--- config.mk ---
export PLATFORM = sky130hd
export DESIGN_NAME = md_issue_ctrl
export DESIGN_NICKNAME = d
export VERILOG_FILES = /design/src/rtl/md_issue_ctrl.sv
export SDC_FILE = /design/constraint.sdc
export NUM_CORES = 1
export LEC_CHECK = 0
export CAP_MARGIN = 20
export CORE_MARGIN = 10
export CORE_UTILIZATION = 43
export CTS_CLUSTER_DIAMETER = 100
export CTS_CLUSTER_SIZE = 12
export DETAILED_ROUTE_END_ITERATION = 8
export GPL_ROUTABILITY_DRIVEN = 0
export PLACE_DENSITY = 0.87
export SLEW_MARGIN = 20
export SYNTH_ARGS = -nofsm -noshare
export SYNTH_HDL_FRONTEND = slang
export SYNTH_SLANG_ARGS = --single-unit
--- constraint.sdc ---
create_clock -name clk -period 2.6 [get_ports clk]
set_clock_uncertainty 0.1 [all_clocks]
set_input_delay 0.39 -clock clk [delete_from_list [all_inputs] [get_ports clk]]
set_output_delay 0.39 -clock clk [all_outputs]
set_load 0.05 [all_outputs]
--- src/rtl/md_issue_ctrl.sv ---
// Issue controller between the execute stage and the multiply/divide unit.
// Define MD_TIMEOUT_EN to enable the LAUNCH/WAIT watchdog that drives md_err.
module md_issue_ctrl #(
  parameter int TIMEOUT = 16
) (
  input  logic        clk,
  input  logic        reset,
  input  logic        req_valid,
  input  logic [2:0]  req_op,
  input  logic [31:0] rs_val,
  input  logic [31:0] rt_val,
  output logic        stall,
  output logic        rd_valid,
  output logic [31:0] rd_data,
  output logic        md_start,
  output logic [2:0]  md_op,
  output logic        md_hiwrite,
  output logic        md_lowrite,
  output logic [31:0] md_a,
  output logic [31:0] md_b,
  input  logic        md_busy,
  input  logic [31:0] md_hi,
  input  logic [31:0] md_lo,
  output logic        md_err
);

  typedef enum logic [1:0] {IDLE, LAUNCH, WAIT, SETTLE} state_t;

  state_t      state;
  logic        accept;
  logic        rd_sel;
  logic [31:0] rd_hold;
  logic        tmo;

  assign accept = req_valid && (state == IDLE) && !md_busy;
  assign stall  = req_valid && !accept;

  // Read data is taken from the unit in the strobe cycle so a write issued
  // one cycle earlier is already visible.
  assign rd_data = rd_valid ? (rd_sel ? md_lo : md_hi) : rd_hold;

`ifdef MD_TIMEOUT_EN
  localparam int CW = $clog2(TIMEOUT + 1);

  logic [CW-1:0] tcnt;
  logic          err_q;

  // A WAIT cycle that sees Busy drop completes normally rather than timing out.
  assign tmo = ((state == LAUNCH) || ((state == WAIT) && md_busy)) &&
               (tcnt == CW'(TIMEOUT - 1));

  always_ff @(posedge clk) begin
    if (reset) begin
      tcnt  <= '0;
      err_q <= 1'b0;
    end else begin
      if (accept && !req_op[2])
        tcnt <= '0;
      else if ((state == LAUNCH) || (state == WAIT))
        tcnt <= tcnt + 1'b1;
      if (tmo)
        err_q <= 1'b1;
    end
  end

  assign md_err = err_q;
`else
  logic unused_timeout_cfg;

  assign unused_timeout_cfg = (TIMEOUT > 0);
  assign tmo    = 1'b0;
  assign md_err = 1'b0;
`endif

  always_ff @(posedge clk) begin
    if (reset) begin
      state      <= IDLE;
      md_start   <= 1'b0;
      md_hiwrite <= 1'b0;
      md_lowrite <= 1'b0;
      rd_valid   <= 1'b0;
      rd_sel     <= 1'b0;
      rd_hold    <= '0;
      md_a       <= '0;
      md_b       <= '0;
      md_op      <= '0;
    end else begin
      md_start   <= 1'b0;
      md_hiwrite <= 1'b0;
      md_lowrite <= 1'b0;
      rd_valid   <= 1'b0;
      if (rd_valid)
        rd_hold <= rd_data;
      case (state)
        IDLE: begin
          if (accept) begin
            if (!req_op[2]) begin
              md_a     <= rs_val;
              md_b     <= rt_val;
              md_op    <= {1'b0, req_op[1:0]};
              md_start <= 1'b1;
              state    <= LAUNCH;
            end else if (!req_op[1]) begin
              rd_valid <= 1'b1;
              rd_sel   <= req_op[0];
            end else begin
              md_a       <= rs_val;
              md_hiwrite <= !req_op[0];
              md_lowrite <= req_op[0];
            end
          end
        end
        LAUNCH:  state <= tmo ? IDLE : WAIT;
        WAIT: begin
          if (!md_busy)
            state <= SETTLE;
          else if (tmo)
            state <= IDLE;
        end
        SETTLE:  state <= IDLE;
        default: state <= IDLE;
      endcase
    end
  end

endmodule
==> results.md <==
- The flow ran to the end, and the final reports show no timing, DRC or antenna violations.
- In the global route stage, overall resource usage came out at 18.4%.
- The clock period could shrink to 2360 ps.
- The initial antenna violation count is 0.
- The die is 123 um wide.
- The number of gates resized after CTS was 0.
- 240 I/O pins were placed.
- The hold buffer count at cts is 0.
- The max-slew violation count is 0.
- Headroom to the max-slew limit came out at 39.2%.
- The buffer depth of the longest clock path is 2.
- The worst voltage drop across the vdd grid is 0.346 mV.
- The clock net sink count is 105.
- The pin count of the biggest net entering global routing is 115.
- The first-pass iteration count of the detailed router is 4.
- For this design the ratio of total power to cell area is 558 nW/um2.
- The total vias in the final route is 4137.
- The final clock period utilization by the worst path is 90.8%.
- In the routed layout, each cell is associated on average with a via count of 4.84.
- The first global-routing pass estimated 22300 um of wire.
- The required time of the critical path is 2110 ps.
- Of all nets on the critical path, the largest fanout is 32.
- The post-route netlist has 7.93% of its cells at a drive strength greater than 1.
- STA classifies the critical path startpoint as a flop.
- In this run, synthesis inferred 0 flip-flops with an integrated enable.
- The final-layout setup total negative slack is 0 ps.
- The total die area is 15100 um2.
- In the synthesized netlist, the cells that appear most often are dfxtp_1, nand2_1, a21oi_1, nand2b_1, mux2i_1.
- The number of DRC violations after detailed routing is 0.
- The latest clock arrival within the worst-skew pair is 360 ps.
- Once layout is complete, the utilization of the core stands at 71.7%.
- Setup violations remaining at the end of the flow were counted as 0.
- In the final design database the tool counted 852 nets.
- The proportion of netlist area held by the largest area contributor is 46.3%.
- Buffers inserted during clock tree synthesis total 9.
- The most common cell in the synthesized netlist is dfxtp_1.
- After technology mapping, the gate count stands at 499.
- From synthesis to final layout, the design area changed by 62.8%.
- The critical setup path kind is reg2out.
- The CTS H-tree depth is 3.
- STA classifies the critical path endpoint as an output port.
- The estimated wirelength of the detail-placed design is 11400 um.
- The average instance in the mapped netlist occupies 9.10 um2.
- The cell type contributing the most total cell area after synthesis is dfxtp_1.
- Row generation in the floorplan step produced 37 rows.
- Across the run, the number of max-cap violations was 0.
- Setup repair after global routing left no endpoint under its margin.
- The number of antenna repair diodes is 0.
- The count of routing violations after the opening detailed-route iteration is 141.
- Once placement completed, the tool counted placed cells totaling 840.
- Sorting the synthesized cells by area gives the leading types as dfxtp_1, mux2i_1, nand2b_1.
- Summing every instance area after synthesis gives 4540 um2.
- The arrival time reported for the critical path endpoint is 1870 ps.
- The TritonCTS clock tree is built.
- The worst hold margin is 360 ps.
- The post-layout instance count excluding filler cells is 855.
- The overall die height is 123 um.
- The synthesis-stage register bit count is 105.
- After synthesis, the share of flip-flops with an asynchronous set or reset is 0%.
- The number of different library cells used by synthesis comes to 28.
- The most used flip-flop cell after synthesis is dfxtp_1.
- The worst hold path belongs to the class reg2reg.
- The sequential cell area fraction in the yosys report is 46.3%.
- The count of nets left with antenna violations once routing finished came out at 0.
- At the pin with the least slew margin, the transition time is 912 ps.
- The starting utilization of the core area is 44.0%.
- The total congestion overflow is 0.
- After detailed routing, the average wire length per cell comes to 16.9 um.
- The final layout contains routed wiring with a total length of 14500 um.
- The count of buffers from port buffering is 237.
- The number of setup buffers added after CTS is 0.
- The via count of the first global-routing pass is 4297.
- CTS placed an instance of clkbuf_8 at the clock tree root.
- In this run the static leakage power is 0.00266 uW.
- Yosys printed 0 warnings.
- The layout has 754 filler cells.
- Timing would allow up to 424 MHz.
- The hold violation total from the final report came to 0.
- After clock tree synthesis, the clock-pin slew on the worst setup and hold paths is 90 ps.
- The region available for standard cell placement spans 10300 um2.
[where the power goes]
group,total [uW],internal [uW],switching [uW]
combinational,1390,619,776
clock,963,441,523
sequential,1770,1720,52.7
total,4130,2780,1350
[placed cells by master, fill, tap and decap left out, types with 3 or more instances in the layout]
| cell | synthesis | layout |
|---|---|---|
| a21oi_1 | 67 | 67 |
| buf_4 | 8 | 5 |
| clkbuf_8 | 0 | 9 |
| nand2b_1 | 66 | 66 |
| clkdlybuf4s50_1 | 0 | 202 |
| buf_12 | 3 | 36 |
| nor2_1 | 35 | 35 |
| nand2_1 | 69 | 69 |
| dfxtp_1 | 105 | 103 |
| inv_1 | 4 | 4 |
| clkbuf_1 | 12 | 3 |
| mux2i_1 | 65 | 65 |
| nor2b_1 | 33 | 33 |
[cell type report]
class | instances | area [um2] | area share (%)
Clock buffer | 12 | 135 | 1.83
Clock inverter | 3 | 42.5 | 0.575
Inverter | 4 | 15.0 | 0.203
Multi-Input combinational cell | 352 | 2150 | 29.1
Sequential cell | 105 | 2100 | 28.5
Tap cell | 136 | 170 | 2.30
Timing Repair Buffer | 243 | 2780 | 37.6
[critical path, cell delays in order, from the launching register on]
cell	delay [ps]
dfxtp_2	330
buf_4	440
mux2i_1	150
a21oi_1	370
buf_12	190
[layer usage]
layer	part of all wire [%]	GRT usage (%)
met2	51	32.2
met5	0	0
met4	1.9	6.63
met3	11	8.45
met1	36	19.1
[sequential cells by signal (all words and copies together), names as in the netlist, 2 cells and up]
signal,count
md_a,32
md_b,32
md_op,2
rd_hold,32
state,2
[path summary, 6_finish.rpt]
check,cells after the start,endpoint,slack [ps],start
max reg2reg,6,md_b[30],830,state[1]
min,2,md_b[4],360,md_b[4]
max,4,rd_data[18],240,rd_sel
min reg2reg,2,md_b[4],360,md_b[4]
[per-stage QoR]
stage | total power (uW) | instance area, um2 | setup WS (ps)
2_1_floorplan | 2620 | 4550 | 203
3_3_place_gp | 3170 | 7220 | 543
3_5_place_dp | 3210 | 7220 | 508
4_1_cts | 4170 | 7400 | 211
5_1_grt | 4310 | 7400 | 139
6_report | 4130 | 7400 | 240
[kinds of logic after synthesis]
group / share of synthesized area [%]
buffers and inverters: 6.50
AO/OA/AOI/OAI: 8.21
other: 0.0825
multiplexers: 14.3
flip-flops: 46.3
AND/OR/NAND/NOR: 24.1
adder cells (fa/ha/maj): 0.551
No activity file was read; power rests on OpenSTA's default activity.
